<file path="config.mk">
export PLATFORM = sky130hd
export DESIGN_NAME = audio_sample_framer
export DESIGN_NICKNAME = d
export VERILOG_FILES = /design/src/rtl/audio_sample_framer.sv
export SDC_FILE = /design/constraint.sdc
export NUM_CORES = 1
export LEC_CHECK = 0
export CAP_MARGIN = 10
export CORE_ASPECT_RATIO = 1.5
export CORE_UTILIZATION = 54
export DETAILED_ROUTE_END_ITERATION = 16
export PLACE_DENSITY = 0.8
export REMOVE_ABC_BUFFERS = 1
export SETUP_SLACK_MARGIN = 0.5
export SYNTH_ARGS = -nofsm -noshare
export SYNTH_HDL_FRONTEND = slang
export SYNTH_SLANG_ARGS = --single-unit
</file>
<file path="constraint.sdc">
create_clock -name clk_i -period 7.3 [get_ports clk_i]
set_clock_uncertainty 0.05 [all_clocks]
set_input_delay 1.46 -clock clk_i [delete_from_list [all_inputs] [get_ports clk_i]]
set_output_delay 1.46 -clock clk_i [all_outputs]
set_load 0.02 [all_outputs]
</file>
<file path="src/rtl/audio_sample_framer.sv">
// Packs codec left/right words into stereo frames for capture and unpacks
// playback frames back onto the codec DAC word, with a small FIFO each way.
module audio_sample_framer #(
  parameter int WD    = 24,
  parameter int DEPTH = 4
) (
  input  logic          clk_i,
  input  logic          rst_ni,
  input  logic          en_i,
  input  logic          lrck_i,
  input  logic [WD-1:0] adc_pdata_i,
  output logic [WD-1:0] dac_pdata_o,
  output logic          rx_valid_o,
  input  logic          rx_ready_i,
  output logic [WD-1:0] rx_left_o,
  output logic [WD-1:0] rx_right_o,
  input  logic          tx_valid_i,
  output logic          tx_ready_o,
  input  logic [WD-1:0] tx_left_i,
  input  logic [WD-1:0] tx_right_i,
  output logic          rx_overflow_o,
  output logic          tx_underflow_o,
  input  logic          clr_status_i
);

  localparam int AW = $clog2(DEPTH);
  localparam int CW = AW + 1;
  localparam logic [CW-1:0] FULL = CW'(DEPTH);

  typedef logic [2*WD-1:0] frame_t;

  logic          lrck_q, lrck_d;
  logic          have_left_q, have_left_d;
  logic [WD-1:0] left_hold_q, left_hold_d;
  logic [WD-1:0] cur_left_q, cur_left_d;
  logic [WD-1:0] cur_right_q, cur_right_d;
  logic [WD-1:0] dac_q, dac_d;
  logic [AW-1:0] rx_wr_q, rx_wr_d, rx_rd_q, rx_rd_d;
  logic [AW-1:0] tx_wr_q, tx_wr_d, tx_rd_q, tx_rd_d;
  logic [CW-1:0] rx_cnt_q, rx_cnt_d, tx_cnt_q, tx_cnt_d;
  logic          rx_ovf_q, rx_ovf_d, tx_unf_q, tx_unf_d;

  frame_t rx_mem_q [DEPTH];
  frame_t tx_mem_q [DEPTH];
  frame_t rx_head, tx_head;

  logic rise, fall;
  logic rx_full, rx_empty, tx_full, tx_empty;
  logic rx_pop, rx_push_req, rx_push, tx_push, tx_pop;

  assign rise     = en_i & lrck_i & ~lrck_q;
  assign fall     = en_i & ~lrck_i & lrck_q;
  assign rx_full  = (rx_cnt_q == FULL);
  assign rx_empty = (rx_cnt_q == '0);
  assign tx_full  = (tx_cnt_q == FULL);
  assign tx_empty = (tx_cnt_q == '0);
  assign rx_head  = rx_mem_q[rx_rd_q];
  assign tx_head  = tx_mem_q[tx_rd_q];

  // A full RX FIFO still accepts a frame when the head leaves in the same cycle.
  assign rx_pop      = en_i & ~rx_empty & rx_ready_i;
  assign rx_push_req = rise & have_left_q;
  assign rx_push     = rx_push_req & (~rx_full | rx_pop);
  assign tx_push     = en_i & tx_valid_i & ~tx_full;
  assign tx_pop      = rise & ~tx_empty;

  always_comb begin
    lrck_d      = lrck_q;
    have_left_d = have_left_q;
    left_hold_d = left_hold_q;
    cur_left_d  = cur_left_q;
    cur_right_d = cur_right_q;
    dac_d       = dac_q;
    rx_wr_d     = rx_wr_q;
    rx_rd_d     = rx_rd_q;
    tx_wr_d     = tx_wr_q;
    tx_rd_d     = tx_rd_q;
    rx_cnt_d    = rx_cnt_q;
    tx_cnt_d    = tx_cnt_q;
    rx_ovf_d    = rx_ovf_q;
    tx_unf_d    = tx_unf_q;
    if (en_i) begin
      lrck_d = lrck_i;
      dac_d  = lrck_q ? cur_left_q : cur_right_q;
      if (fall) begin
        left_hold_d = adc_pdata_i;
        have_left_d = 1'b1;
      end
      if (rx_push_req) have_left_d = 1'b0;
      if (tx_pop) {cur_left_d, cur_right_d} = tx_head;
      if (rx_push) rx_wr_d = rx_wr_q + AW'(1);
      if (rx_pop)  rx_rd_d = rx_rd_q + AW'(1);
      if (tx_push) tx_wr_d = tx_wr_q + AW'(1);
      if (tx_pop)  tx_rd_d = tx_rd_q + AW'(1);
      rx_cnt_d = rx_cnt_q + CW'(rx_push) - CW'(rx_pop);
      tx_cnt_d = tx_cnt_q + CW'(tx_push) - CW'(tx_pop);
      // Clearing first lets a same-cycle set event win.
      if (clr_status_i) begin
        rx_ovf_d = 1'b0;
        tx_unf_d = 1'b0;
      end
      if (rx_push_req & ~rx_push) rx_ovf_d = 1'b1;
      if (rise & tx_empty)        tx_unf_d = 1'b1;
    end
  end

  always_ff @(posedge clk_i or negedge rst_ni) begin
    if (!rst_ni) begin
      lrck_q      <= 1'b0;
      have_left_q <= 1'b0;
      left_hold_q <= '0;
      cur_left_q  <= '0;
      cur_right_q <= '0;
      dac_q       <= '0;
      rx_wr_q     <= '0;
      rx_rd_q     <= '0;
      tx_wr_q     <= '0;
      tx_rd_q     <= '0;
      rx_cnt_q    <= '0;
      tx_cnt_q    <= '0;
      rx_ovf_q    <= 1'b0;
      tx_unf_q    <= 1'b0;
    end else begin
      lrck_q      <= lrck_d;
      have_left_q <= have_left_d;
      left_hold_q <= left_hold_d;
      cur_left_q  <= cur_left_d;
      cur_right_q <= cur_right_d;
      dac_q       <= dac_d;
      rx_wr_q     <= rx_wr_d;
      rx_rd_q     <= rx_rd_d;
      tx_wr_q     <= tx_wr_d;
      tx_rd_q     <= tx_rd_d;
      rx_cnt_q    <= rx_cnt_d;
      tx_cnt_q    <= tx_cnt_d;
      rx_ovf_q    <= rx_ovf_d;
      tx_unf_q    <= tx_unf_d;
    end
  end

  // Frame storage needs no reset; the outputs below mask it while empty.
  always_ff @(posedge clk_i) begin
    if (rx_push) rx_mem_q[rx_wr_q] <= {left_hold_q, adc_pdata_i};
    if (tx_push) tx_mem_q[tx_wr_q] <= {tx_left_i, tx_right_i};
  end

  assign rx_valid_o     = ~rx_empty;
  assign rx_left_o      = rx_empty ? '0 : rx_head[2*WD-1:WD];
  assign rx_right_o     = rx_empty ? '0 : rx_head[WD-1:0];
  assign tx_ready_o     = ~tx_full;
  assign dac_pdata_o    = dac_q;
  assign rx_overflow_o  = rx_ovf_q;
  assign tx_underflow_o = tx_unf_q;

endmodule

</file>
# == Word level (Yosys, flattened, before mapping) ==
# Memory sizes are Yosys's and may differ from the RTL's. A register that Yosys moved wholly into a read port is not among the register bits.
# Index checks and enable logic that the tools add are counted.
# word_totals
register_bits,66
latchBits,0
ram_bits,384
rom_bits,0
in_bits,79
output_inout_bits,76
word_cells,71
n_memories,2
# mem_list
memory,depth,word_bits,read_ports,rd_clocked_by_memory_dff,wr,line,rtl
rx_mem_q,4,48,1,0,1,43,frame_t rx_mem_q [DEPTH];
tx_mem_q,4,48,1,1,1,44,frame_t tx_mem_q [DEPTH];
# op_classes
addsub,8
n_mul,0
n_div,0
magnitude_cmp,0
n_eq_ne,2
shift,0
n_mux,12
n_bitwise,21
n_reduce_logical,14
# ops
op,n
$mux W24,3
$reduce_and A2 Y1,8
$and A1 B1 Y1,13
$mux W1,9
$add A2 B1 Y2 const B,4
$not A1 Y1,7
$add A3 B1 Y3,2
$eq A3 B3 Y1 const B,2
$logic_not A3 Y1,2
$reduce_bool A2 Y1,3
$sub A3 B1 Y3,2
$logic_not A1 Y1,1
$or A1 B1 Y1,1

# == Logic depth before layout (Yosys ltp) ==
# depth
depth_word,10
mapped_depth,12

# == Least setup slack after synthesis ==
# No wires, ideal clock.
# synth_path
path_type,input to register
startpoint,input port en_i
endpoint,"memory rx_mem_q[0][0] (netlist bit), enable pin"
setup_ps,410
arrival_ps,3192
required_ps,6840
path_slack_ps,3647
cell_stages,4
cell_sequence,buf_4 > nand4b_1 > a31oi_2 > and2_1
# synth_via
elab_chain_len,6
# synth_rtl
item,line,rtl
"start, declared",9,"input logic en_i,"
"$and A1 B1 Y1, on equally long branches (2 in series)","51, 61",
$and A1 B1 Y1 / $or A1 B1 Y1 (equally long branches),"62, 63",
$and A1 B1 Y1 (*),63,assign rx_push = rx_push_req & (~rx_full | rx_pop);
$mux W1 (*),143,"if (rx_push) rx_mem_q[rx_wr_q] <= {left_hold_q, adc_pdata_i};"
$mux W1 (not written as such) (*),143,
"end, declared",43,
# Every way passes the cells marked *; elsewhere a longest branch is shown, timed or not.

# == Worst setup path after layout ==
# layout_path
startpoint,register rx_rd_q[0]
endpoint,output port rx_right_o[16]
# layout_via
elab_chain_len,2
# layout_rtl
item,line,rtl
"start, declared",38,"logic [AW-1:0] rx_wr_q, rx_wr_d, rx_rd_q, rx_rd_d;"
"start signal, assigned",131,rx_rd_q <= rx_rd_d;
$mem_v2 Z4 W48,-,
$mux W24,149,assign rx_right_o = rx_empty ? '0 : rx_head[WD-1:0];
"end, declared",16,"output logic [WD-1:0] rx_right_o,"
# No other way between the ends.

==> flow_summary.toml <==
[logic_synthesis]
post_synth_and_or_nand_nor_area_fraction_pct = 2.940
synth_top_area_share_pct = 60.09
synth_edf_count = 384
yosys.area_share.adder_pct = 0.9910
synthFlopType = "edfxtp_1"
yosys.area.top_type = "edfxtp_1"
syn_area_per_cell_sq_um = 21.07
ys_warn_count = 0
async_reset_ff_share_pct = 22.89
netlist_instances = 911
seq_area_frac_synth_pct = 74.95
ys_seq_elements = 498
ys_top_cells_by_area = "edfxtp_1 60%, dfrtp_1 15%, mux4_2 11%"
synth_compound_area_share_pct = 0.9193
synth_top_family_by_area = "multiplexers"
synth_xor_area_share_pct = 0.4564
syn_area_sq_um = 19190
synth.distinct_cells = 33
synth_mux_area_share_pct = 17.97

[floorplan]
dieArea_sq_um = 36310
core_sq_um = 35000
start_util_pct = 54.83
die_h_um = 232.9
die_w_um = 155.9
io_pins = 155
rows = 84

[clock_network]
root_buffer = "clkbuf_16"
post-cts-setup-buffers = 0
h-tree-depth = 2
cts_hold_buf = 0
numCtsBuffers = 44
cts_tree = "done"
clk_pin_slew_worst_paths_ns = 0.06
cts_sinks = 498
cts_resized = 0
clockBufferDepth = 3
clk_latency_ns = 0.55

[routing]
post_drt_wl_per_cell_um = 21.16
ant_nets = 0
drt-initial-drc-count = 454
drc = 0
drt_wl_total_um = 33670
via_per_inst = 5.498
drtPass1Iterations = 4
vias = 8748

[finish]
mostFrequentLayoutCells = "384 x edfxtp_1, 152 x clkdlybuf4s50_1, 109 x dfrtp_1"
fin_util_pct = 64.44
fillers = 2348
diodes = 0
final_common_cell = "edfxtp_1"
drive_above_1_share_pct = 24.15
fin_nets = 1175
syn_to_final_growth_pct = 17.51

[grt]
grt_pass1_vias = 9374
grt_max_degree = 63
overflow = 0
grt_pass1_wl_um = 52780
grt_usage_pct = 19.42
antenna_found_initial = 0

[setup_path]
cp.arrival_ns = 3.01
worst-setup-path-type = "reg -> out"
slowest_stage = "dfrtp_4"
cp_max_fo = 50
cp-end-kind = "primary output"
required_ns = 5.79
cpPeakStageDelay_ns = 1.09
path_cells = "mux4_2, and2_1, clkdlybuf4s50_1"
startpoint_type = "register"

[place]
place_ws_ns = 2.804
dp_hpwl_um = 19550
io_buffers = 154
gp_congestion = 0.6854

[sta]
final_hold_viol_count = 0
min_period_ns = 4.519
holdWs_ns = 0.4193
fin_ws_ns = 2.781
max_slew_margin_pct = 30.84
rsz0062_at_grt = "false"
tightest_slew_ns = 1.037
finalSetupViolations = 0
fin_crit_sh_pct = 61.90
max_freq_ghz = 0.2213
setup_tns_ns = 0
maxSlewViolCount = 0

[pwr]
p_int_uw = 6150
power.density_nw_per_um2 = 379.0
swShare_pct = 28.05
p_leak_uw = 0.007830
clkPwrFrac_pct = 26.0
peakVddDrop_uv = 298.5
p_switching_uw = 2398
p_comb_share_pct = 27.9
seqPwrFrac_pct = 46.1

[flow_run]
max-cap-violations = 0

[min_path]
hp-class = "reg -> reg"

[status]
status = "finished, final reports clean"
-- logic make-up (layout without fill, tap and decap cells) --
family / count (synthesis) / in the layout
buffers and inverters: 57 / 264
AO/OA/AOI/OAI: 32 / 32
XOR/XNOR: 10 / 10
multiplexers: 197 / 197
AND/OR/NAND/NOR: 103 / 103
flip-flops: 498 / 498
adder cells (fa/ha/maj): 14 / 14
-- metrics by stage --
step                instances  instance area, sq um  power [uW]
floorplan                 867                 18900        5492
global placement         1509                 21160        6342
detailed placement       1509                 21160        6431
CTS                      1591                 22550        8675
global route             1591                 22550        8943
finish                   1591                 22550        8548
-- registers in the layout, indices dropped and copies added, names as in the netlist, 3 cells and up --
register / flops
cur_left_q: 24
rx_mem_q: 192
tx_cnt_q: 3
cur_right_q: 24
dac_pdata_o: 24
left_hold_q: 24
rx_cnt_q: 3
tx_mem_q: 192
-- critical path: cells and delay by family (launching register included) --
family / cells / cell delay [ns]
buffers and inverters: 1 / 0.55
DFF: 1 / 1.09
muxes: 1 / 0.61
and+or+nand+nor: 1 / 0.19
-- path summary, 6_finish.rpt --
check | start | end | slack (ns) | depth (start not counted)
min | rx_rd_q[1] | rx_rd_q[1] | 0.42 | 1
max in group asynchronous | rst_ni | rx_rd_q[0] | 5.00 | 2
min reg2reg | rx_rd_q[1] | rx_rd_q[1] | 0.42 | 1
max | rx_rd_q[0] | rx_right_o[16] | 2.78 | 3
min in group asynchronous | rst_ni | left_hold_q[0] | 0.86 | 1
max reg2reg | lrck_q | tx_cnt_q[2] | 4.08 | 9
-- layer usage --
metal  vias to the layer above  wire, um  global-route usage (%)
li1                       3912         -                       -
met1                      4577     13670                   23.87
met2                       205     17740                   35.18
met3                        54      1539                   3.427
met4                         0       710                   5.208
met5                         -         0                       0
-- layout make-up --
| cell class | instances | area (sq um) | share of cell area [%] |
|---|---|---|---|
| clock inverter | 18 | 161.4 | 0.7157 |
| sequential | 498 | 14400 | 63.83 |
| tap | 473 | 591.8 | 2.624 |
| clock buffer | 64 | 1227 | 5.443 |
| inverter | 13 | 48.80 | 0.2164 |
| timing repair buffer | 169 | 1650 | 7.318 |
| multi-input combinational | 356 | 4477 | 19.85 |
-- synthesized netlist by cell type, types with 2 or more instances --
cell type / instances
edfxtp_1: 384
dfrtp_1: 114
mux4_2: 96
and2_1: 56
mux2_4: 48
mux2_2: 28
nor2_1: 27
a21oi_1: 25
mux2i_1: 25
clkbuf_1: 13
inv_1: 13
ha_1: 12
nand2_1: 12
buf_6: 11
buf_4: 9
buf_2: 7
xnor2_1: 6
o21ai_0: 4
xor2_1: 4
buf_1: 3
fa_1: 2
-- power by group through the flow --
stage	clock, uW	combinational (uW)	sequential, uW
finish	2230	2390	3940
global route	2380	2550	4010
CTS	2290	2430	3960
detailed placement	0	2420	4010
global placement	0	2370	3980
floorplan	0	1480	4010
No activity file was read; power rests on OpenSTA's default activity.
